## src/rtl/pll_lock_monitor.sv

```systemverilog
// Phase-frequency detector and lock monitor for the PLL feedback loop.
// Compares ref_clk against the divided feedback clock fb, sampled on the fast clock clk.
module pll_lock_monitor #(
  parameter int WINDOW       = 64,
  parameter int CW           = 8,
  parameter int TOL          = 1,
  parameter int LOCK_WINDOWS = 4
) (
  input  logic          clk,
  input  logic          rst,
  input  logic          ref_clk,   // reference clock; "ref" is a reserved word
  input  logic          fb,
  output logic          up,
  output logic          dn,
  output logic          lock,
  output logic [CW:0]   freq_err,
  output logic          err_valid,
  output logic [1:0]    pfd_state
);

  typedef enum logic [1:0] {
    IDLE = 2'd0,
    UP   = 2'd1,
    DN   = 2'd2
  } pfd_t;

  localparam int GW = $clog2(LOCK_WINDOWS + 1);
  localparam logic [CW-1:0]        CNT_MAX   = '1;
  localparam logic [CW-1:0]        LAST_REF  = CW'(WINDOW - 1);
  localparam logic signed [CW:0]   WINDOW_S  = (CW+1)'(WINDOW);
  localparam logic signed [CW:0]   TOL_S     = (CW+1)'(TOL);
  localparam logic [GW-1:0]        LOCK_GOOD = GW'(LOCK_WINDOWS);

  pfd_t state, state_next;

  logic [2:0]          ref_sync, fb_sync;
  logic                ref_edge, fb_edge;
  logic [CW-1:0]       ref_cnt, fb_cnt, fb_total;
  logic signed [CW:0]  err_new;
  logic                win_close, err_good;
  logic [GW-1:0]       good_cnt, good_next;

  // Bit 0 is the first sync stage; a rising edge is seen between stages 2 and 3.
  always_ff @(posedge clk or negedge rst) begin
    if (!rst) begin
      ref_sync <= '0;
      fb_sync  <= '0;
    end else begin
      ref_sync <= {ref_sync[1:0], ref_clk};
      fb_sync  <= {fb_sync[1:0], fb};
    end
  end

  assign ref_edge  = ref_sync[1] & ~ref_sync[2];
  assign fb_edge   = fb_sync[1] & ~fb_sync[2];
  assign pfd_state = state;

  always_comb begin
    state_next = state;
    case (state)
      IDLE: begin
        if (ref_edge && !fb_edge)      state_next = UP;
        else if (fb_edge && !ref_edge) state_next = DN;
      end
      UP:      if (fb_edge && !ref_edge) state_next = IDLE;
      DN:      if (ref_edge && !fb_edge) state_next = IDLE;
      default: state_next = IDLE;
    endcase
  end

  // up/dn are registered alongside the state so they are glitch-free.
  always_ff @(posedge clk or negedge rst) begin
    if (!rst) begin
      state <= IDLE;
      up    <= 1'b0;
      dn    <= 1'b0;
    end else begin
      state <= state_next;
      up    <= (state_next == UP);
      dn    <= (state_next == DN);
    end
  end

  always_comb begin
    win_close = ref_edge && (ref_cnt == LAST_REF);
    fb_total  = (fb_edge && (fb_cnt != CNT_MAX)) ? fb_cnt + 1'b1 : fb_cnt;
    err_new   = $signed({1'b0, fb_total}) - WINDOW_S;
    err_good  = (err_new <= TOL_S) && (err_new >= -TOL_S);
    good_next = '0;
    if (err_good) good_next = (good_cnt == LOCK_GOOD) ? good_cnt : good_cnt + 1'b1;
  end

  always_ff @(posedge clk or negedge rst) begin
    if (!rst) begin
      ref_cnt   <= '0;
      fb_cnt    <= '0;
      good_cnt  <= '0;
      freq_err  <= '0;
      err_valid <= 1'b0;
      lock      <= 1'b0;
    end else if (win_close) begin
      freq_err  <= err_new;
      err_valid <= 1'b1;
      ref_cnt   <= '0;
      fb_cnt    <= '0;
      good_cnt  <= good_next;
      lock      <= (good_next == LOCK_GOOD);
    end else begin
      err_valid <= 1'b0;
      if (ref_edge) ref_cnt <= ref_cnt + 1'b1;
      if (fb_edge && (fb_cnt != CNT_MAX)) fb_cnt <= fb_cnt + 1'b1;
    end
  end

endmodule

```

## config.mk

```make
export PLATFORM = sky130hd
export DESIGN_NAME = pll_lock_monitor
export DESIGN_NICKNAME = d
export VERILOG_FILES = /design/src/rtl/pll_lock_monitor.sv
export SDC_FILE = /design/constraint.sdc
export NUM_CORES = 1
export LEC_CHECK = 0
export ABC_AREA = 1
export CORE_MARGIN = 2
export CORE_UTILIZATION = 40
export DETAILED_ROUTE_END_ITERATION = 8
export PLACE_DENSITY_LB_ADDON = 0.1
export SLEW_MARGIN = 30
export SYNTH_ARGS = -nofsm -noshare
export SYNTH_HDL_FRONTEND = slang
export SYNTH_SLANG_ARGS = --single-unit
export TNS_END_PERCENT = 30
```

## constraint.sdc

```tcl
create_clock -name clk -period 7.7 [get_ports clk]
set_clock_uncertainty 0.15 [all_clocks]
set_input_delay 1.925 -clock clk [delete_from_list [all_inputs] [get_ports clk]]
set_output_delay 1.925 -clock clk [all_outputs]
set_load 0.01 [all_outputs]
```

==> impl.org, run 1 <==
** Global routing
- The total overflow left after global routing is 0.
- Vias in the first global route :: 1441
- The initial antenna violation count came to 0.
- Maximum number of pins on one net before global-route repair :: 41
- The first global-routing pass estimated 6858 um of wire.
- Overall routing resource usage :: 0.1487

** Floorplanning
- After floorplanning, the core was divided into 26 placement rows.
- Area inside the core boundary :: 5042 um^2
- For this configuration, the core starts out at a cell density of 0.4107.
- Die Y :: 75.95 um
- Full die area :: 5768 um^2
- Die span in x :: 75.95 um
- Number of top-level pins :: 19

** STA
- Rel. slew slack :: 0.4679
- The count of final max-slew check failures is 0.
- On the final layout, the worst hold slack is 0.2045 ns.
- Setup violations remaining at the end of the flow were counted as 0.
- At the pin with the least slew margin, the transition time is 0.7959 ns.
- RSZ-0062 raised after global routing :: false
- Of the available clock period, the critical path in the final layout requires 0.4333.
- Final worst path period need :: 3.336 ns
- After routing, the total negative slack on setup checks comes to 0 ns.
- Maximum achievable frequency :: 299.7 MHz
- The final count of hold timing violations came to 0.

** Clock network
- Counting the buffers created by CTS gives 5.
- Clock transition at the registers of the reported paths :: 0.09 ns
- TritonCTS clock tree :: built
- Hold repair after CTS inserted 0 buffers.
- The later pin in the worst-skew pair is clocked with a latency of 0.30 ns.
- Gates resized, CTS repair :: 0
- The tree is rooted in a clkbuf_8.
- Level count of the clock H-tree :: 2
- Clock Sink Count :: 40
- The clock passes through at most 2 buffers.
- Post-CTS timing repair inserted 0 buffers for setup.

** Synth
- dfrtp_1 takes more of the synthesized area than any other cell.
- Gate count of the mapped netlist :: 242
- Share of the synthesized area in the top cell type :: 0.4834
- The share of the Yosys chip area taken by registers is 0.4834.
- Counting flops and latches in the post-synthesis netlist gives 40.
- Post-Syn Nets :: 253
- The synthesized design contains 0 enable-type register cells.
- Dominant cell by count in the synthesized netlist :: nand2_1
- Counting instances in the post-synthesis netlist gives the leading cell types as nand2_1 (55), dfrtp_1 (40), inv_1 (34).
- Post-synth design cell area :: 2071 um^2
- Number of warnings printed during yosys synthesis :: 0
- Average footprint of a synthesized cell :: 8.557 um^2
- Counting distinct cell types in the post-synthesis netlist gives 27.
- Fraction of registers with async set or reset after synthesis :: 1.000
- Main flop type after synthesis :: dfrtp_1
- In the post-synthesis netlist, the biggest area contributors are dfrtp_1 (48%), nand2_1 (10%), inv_1 (6.2%).

** Outcome
- Status :: complete, no violations

** Pwr
- Switch share :: 0.3203
- The worst-case IR drop observed on VDD is 0.0001457 V.
- Power density cells :: 227.5 nW/um^2
- Part of the total power dissipated in combinational logic :: 0.217
- The analysis attributes to net switching a power of 0.0001777 W.
- The share of total power dissipated in sequential elements is 0.464.
- Static leakage :: 1.178 nW
- Of the total power, the clock network draws 0.319.
- Internal :: 0.0003771 W

** Setup path
- The largest single stage delay on the critical path is 0.56 ns.
- CP Buf/Inv Count :: 1
- The worst setup path is captured at a primary output.
- Data required time at the worst endpoint :: 5.62 ns
- The signal on the critical path passes through clkdlybuf4s50_1.
- Top fanout value on the critical path :: 5
- Standard cell with the maximum stage delay on the critical path :: clkdlybuf4s50_1
- Worst Path Arrival :: 1.26 ns
- STA classifies the critical path startpoint as a flip-flop.
- The kind of cell with the highest combined delay along the critical path is buffers and inverters.
- Kind of critical path :: reg2out

** Drt
- Via Count :: 1474
- For this block, the routed nets add up to 3873 um of wire.
- Via count normalized by instance count :: 4.400
- Wire length per cell after detailed routing :: 11.56 um
- In the routed design, unresolved DRC markers number 0.
- Once detail routing completed, the nets flagged for antenna violations numbered 0.
- Number of violations reported at the end of detailed-routing iteration 0 :: 56
- DRT Pass-1 Iters :: 4

** Cells and area
- Across the whole layout, storage elements account for 1001 um^2.
- Of the cells placed in the final design, the portion with a size suffix greater than 1 is 0.1472.
- For this run, the number of standard cells in the final layout without fillers is 335.
- Antenna cells :: 0
- Filler instances :: 496
- For this run, the post-layout net count is 275.
- Area of the multi-input gates :: 910.9 um^2
- Compared with the post-synthesis result, the final layout area differs by 17.76%.
- Area of all placed cells without fillers :: 2439 um^2

** Placed design
- After detailed placement, the design holds a cell count of 327.
- The congestion estimate from routability-driven global placement came to 0.7799.
- Number of buffers added on ports :: 18
- DPL Wire Length :: 2825 um
- Placed Instance Area :: 2321 um^2

** Run
- Max-cap violations in this run came to 0.

** Min path
- In this run the worst hold path is classified as reg2reg.
final timing paths:
check	start	to	slack [ns]	cells past startpoint
max in group asynchronous	rst	ref_cnt[7]$_DFFE_PN0P_	5.59	1
hold reg to reg	fb_sync[0]$_DFF_PN0_	fb_sync[1]$_DFF_PN0_	0.20	0
min in group asynchronous	rst	freq_err[3]$_DFFE_PN0P_	1.45	1
setup / recovery	pfd_state[0]$_DFF_PN0_	pfd_state[0]	4.36	1
setup reg to reg	fb_cnt[0]$_DFF_PN0_	good_cnt[1]$_DFFE_PN0P_	4.77	20
hold / removal	fb_sync[0]$_DFF_PN0_	fb_sync[1]$_DFF_PN0_	0.20	0
sequential cells by signal, indices dropped and copies added (netlist names):
signal / cells
fb_sync: 3
up: 1
fb_cnt: 8
ref_cnt: 8
ref_sync: 3
err_valid: 1
good_cnt: 3
pfd_state: 2
freq_err: 9
lock: 1
dn: 1
kinds of logic after synthesis:
logic type / Yosys count / share of synthesized area
fa+ha+maj: 7 / 0.04229
compound gates: 22 / 0.06284
xor+xnor: 6 / 0.02538
flops: 40 / 0.4834
buf+inv: 42 / 0.07674
simple gates: 125 / 0.3094
area by class of cell:
| cell class | instances | share of cell area |
|---|---|---|
| repair buffers | 18 | 0.07286 |
| well taps | 70 | 0.03592 |
| multi-input cells | 160 | 0.3735 |
| clock inverters | 3 | 0.01898 |
| inverters | 39 | 0.06003 |
| flip-flops and latches | 40 | 0.4105 |
| clock buffers | 5 | 0.02822 |
stage by stage:
step	total power (W)	setup WS, ns	util
floorplan	0.0003478	5.126	-
finish	0.0005548	4.364	0.4836
global placement	0.0003824	4.694	0.4603
detailed placement	0.0003831	4.687	0.4603
global route	0.0005950	4.310	0.4836
CTS	0.0005634	4.356	0.4831
placed cells by master (no fill, tap or decap):
cell and count:
o21ai_4 1, o21ai_2 1, o21a_1 2, ha_1 7, nor2_1 18, nand4_1 4, clkinvlp_4 1, clkbuf_8 5
nand3_1 16, nor2_2 1, a21oi_1 2, nand2_4 3, nand3b_1 1, bufinv_16 1, nor3_2 3, nor3b_1 1
nand2_2 9, nor4_1 1, o21ai_1 1, nand2_1 55, nor2_4 6, nor3_1 6, dfrtp_1 40, buf_4 1
clkdlybuf4s50_1 17, o21ai_0 15, xor2_1 6, inv_2 5, nor3_4 1, inv_6 1, inv_1 34
worst reg2reg max path, stage by stage (launching register included):
cell,delay (ns)
dfrtp_1,0.39
ha_1,0.21
nand2_2,0.09
nor3_1,0.24
nand3_1,0.14
nand2_1,0.17
inv_1,0.10
ha_1,0.20
nand3_1,0.12
nor2_4,0.05
nand2_2,0.06
inv_1,0.04
ha_1,0.29
inv_1,0.07
nand3_1,0.08
nand2_1,0.07
nand2_1,0.04
nand2_1,0.07
nand2_2,0.07
nand4_1,0.09
nand2_1,0.06
power by group through the flow:
stage / sequential (W) / combinational [W] / clock (W)
after floorplan: 0.000259 / 0.0000889 / 0
after global placement: 0.000261 / 0.000121 / 0
after detailed placement: 0.000261 / 0.000122 / 0
after CTS: 0.000258 / 0.000122 / 0.000183
after global routing: 0.000261 / 0.000140 / 0.000194
final: 0.000258 / 0.000121 / 0.000177
routing by layer:
metal | routed length (um) | track usage
met5 | 0 | 0
met4 | 54 | 0.04909
met3 | 73 | 0.03214
met2 | 1745 | 0.2223
met1 | 2000 | 0.2154
Power figures use the tool's default switching activity.
==> run 2, diff against run 1 <==
clock period = 2.7 ns   (was 7.7 ns; I/O delays follow)
==> impl.org, run 2 (synthesis gave the netlist of run 1 again) <==
** Cells and area
- Signed area change from the synthesized netlist to the final layout :: 27.19%
- The largest registers in the layout are freq_err: 9 flops, fb_cnt: 8 flops, ref_cnt: 8 flops.
- The utilization after layout is 0.5223 (+0.03871).
- Most used cells in the layout excluding fill and tap cells :: nand2_1 (50), dfrtp_1 (40), inv_1 (29)
- Layout cells sized above 1 :: 0.2536 (+0.1064)
- Reg with most FFs :: freq_err
- Most common library cell in the layout ignoring fill and taps :: nand2_1
- The filler cell count in the final layout was 477 (-3.8%).
- Max FFs per register :: 9 (unchanged)
- The total number of nets in the final design is 290 (+5.5%).
- The number of diodes added for antenna fixing came to 0 (unchanged).
- The design area came to 2634 um^2 (+8.0%).

** STA
- Final number of max-transition violations :: 0 (unchanged)
- RSZ-0062 raised after global routing :: true
- Final worst path period need :: 2.543 ns
- The final count of hold timing violations was 0 (unchanged).
- Ratio of final minimum period to clock period :: 0.9420
- Setup-failing EPs final :: 0 (unchanged)
- Rel. slew slack :: 0.6059 (+0.1380)
- The slew at the pin closest to its max-slew limit was 0.5892 ns (-0.2067 ns).
- The worst hold slack was 0.1940 ns (-0.01053 ns).
- Based on the critical path, the design can be clocked at up to 393.2 MHz.
- The final-layout setup total negative slack is 0 ns (unchanged).

** Drt
- Routed Wire Length :: 3974 um (+2.6%)
- The total via count after detailed routing is 1581 (+7.3%).
- The sum of met2 wire segment lengths after detailed routing is 1870 um (+7.2%).
- Via count normalized by instance count :: 4.517 (+2.7%)
- Wire length per cell after detailed routing :: 11.35 um (-1.8%)
- Highest metal layer used by the detailed router :: met4
- Number of antenna-violating nets in the routed design :: 0 (unchanged)
- The number of design-rule violations left by the first detailed-router iteration was 66 (+18%).
- DRT Pass-1 Iters :: 4 (unchanged)
- Met3 routed wirelength :: 94 um (+29%)
- The DRC violation count after routing came to 0 (unchanged).
- The routed metal-1 wire length was 1921 um (-4.0%).

** Global routing
- The residual overflow from global routing came to 0 (unchanged).
- The initial antenna violation count came to 0 (unchanged).
- Overall routing resource usage :: 0.1561 (+0.007431)
- The number of global-route vias before repair came to 1627 (+13%).
- Wire length of the first global-routing pass :: 7245 um (+5.6%)
- Maximum number of pins on one net before global-route repair :: 41 (unchanged)

** Floorplanning
- Die span in x :: 75.95 um (unchanged)
- Number of top-level pins :: 19 (unchanged)
- The area of the core was 5042 um^2 (unchanged).
- The standard-cell row count was 26 (unchanged).
- The full die area is 5768 um^2 (unchanged).
- Die Y :: 75.95 um (unchanged)
- The initial cell density of the core was 0.4107 (unchanged).

** Setup path
- The startpoint identified for the worst register-to-register timing path is fb_cnt[1]$_DFF_PN0_.
- The worst setup path is captured at a flip-flop.
- Data required time at the worst endpoint :: 2.71 ns (-2.91 ns)
- The critical path starts at fb_cnt[1]$_DFF_PN0_.
- The highest fanout seen on the critical path came to 4 (-1).
- Crit start category :: flip-flop
- The critical path is of the reg2reg type.
- Worst-case reg-to-reg path depth :: 23 (+15%)
- Worst Path Arrival :: 2.55 ns (+1.29 ns)

** Placed design
- Final weighted congestion in routability-driven placement :: 0.7906 (+1.4%)
- The placed instance area was 2424 um^2 (+4.4%).
- Number of buffers added on ports :: 18 (unchanged)
- DPL Wire Length :: 2870 um (+1.6%)

** Run
- The total of max-cap violations was 0 (unchanged).

** Outcome
- The run finished with clean final reports.

** Clock network
- Clock transition at the registers of the reported paths :: 0.07 ns (-0.02 ns)
- TritonCTS built the clock tree.
- The clock sink count was 40 (unchanged).
- Number of CTS-inserted buffers :: 5 (unchanged)
- Maximum number of buffers from clock root to sink :: 2 (unchanged)
- In this run the clock root is driven by a clkbuf_8.
- Level count of the clock H-tree :: 2 (unchanged)
- Number of buffers added to fix hold violations after cts :: 0 (unchanged)
- Clock insertion delay at the later pin of the skew report :: 0.29 ns (about the same)

** Pwr
- Total power :: 0.001556 W (+180%)
- Power density cells :: 590.8 nW/um^2 (+160%)
- The worst-case vdd ir drop was 0.0002717 V (+87%).
- The leakage dissipation came to 1.263 nW (+7.2%).

** Min path
- Hold Path Class :: in2async
run 2: cell count changes in the layout (fill, tap and decap cells not counted), sizes merged:
cell,before,now
buf,1,16
clkbuf,5,7
bufinv,1,0
inv,40,39
run 2: final cells by class:
class / count / area [um^2] / area share
clock buffers: 7 / 86.33 / 0.03278
inverters: 39 / 146.4 / 0.05558
flip-flops and latches: 40 / 1001 / 0.3800
well taps: 70 / 87.58 / 0.03325
repair buffers: 33 / 300.3 / 0.1140
clock inverters: 1 / 7.507 / 0.002850
multi-input cells: 160 / 1005 / 0.3815
run 2: final timing paths:
kind                                                 to  slack [ns]
worst min register to register     fb_sync[1]$_DFF_PN0_        0.20
worst min-delay path                       dn$_DFF_PN0_        0.19
worst max register to register  good_cnt[2]$_DFFE_PN0P_        0.16
max in group asynchronous       freq_err[6]$_DFFE_PN0P_        2.01
worst max-delay path            good_cnt[2]$_DFFE_PN0P_        0.16
min in group clk                   fb_sync[1]$_DFF_PN0_        0.20
run 2: critical path, stage by stage, from the launching register on:
cell,delay [ns]
dfrtp_1,0.41
ha_4,0.17
nand2_4,0.06
nor2_4,0.13
nand2_4,0.06
nand2_4,0.06
inv_2,0.03
nand2_2,0.05
nand2_2,0.06
inv_2,0.07
ha_4,0.14
nand3_4,0.08
nor2_4,0.12
nand2_2,0.07
inv_2,0.06
ha_4,0.19
inv_2,0.05
nand3_2,0.06
nand2_1,0.06
nand2_1,0.04
nand2_1,0.06
nand2_2,0.07
nand3_1,0.07
o21ai_1,0.06
run 2: routing by layer:
metal | global-route usage | vias to the layer above
met5 | 0 | -
met3 | 0.03571 | 6
met2 | 0.2554 | 14
met1 | 0.1957 | 733
li1 | - | 828
met4 | 0.07636 | 0
run 2: timing repair:
action / 4_1_cts / 5_1_grt
gates resized for setup: 2 / 21
endpoints found under the hold margin: 0 / 0
setup endpoints to repair: 4 / 4
pin swaps: 1 / 14
setup buffers: 1 / 2
cloned: 0 / 0
run 2: stage by stage:
stage | setup WS (ns) | cells
2_1_floorplan | 0.1255 | 242
3_3_place_gp | 0.03948 | 339
3_5_place_dp | -0.03509 | 339
4_1_cts | 0.007603 | 348
5_1_grt | -0.04932 | 350
6_report | 0.1566 | 350
run 2: where the power goes:
part | total (W) | internal, W | switching (W)
logic | 0.000421 | 0.000169 | 0.000252
registers | 0.000733 | 0.000675 | 0.0000578
clock network | 0.000402 | 0.000207 | 0.000195
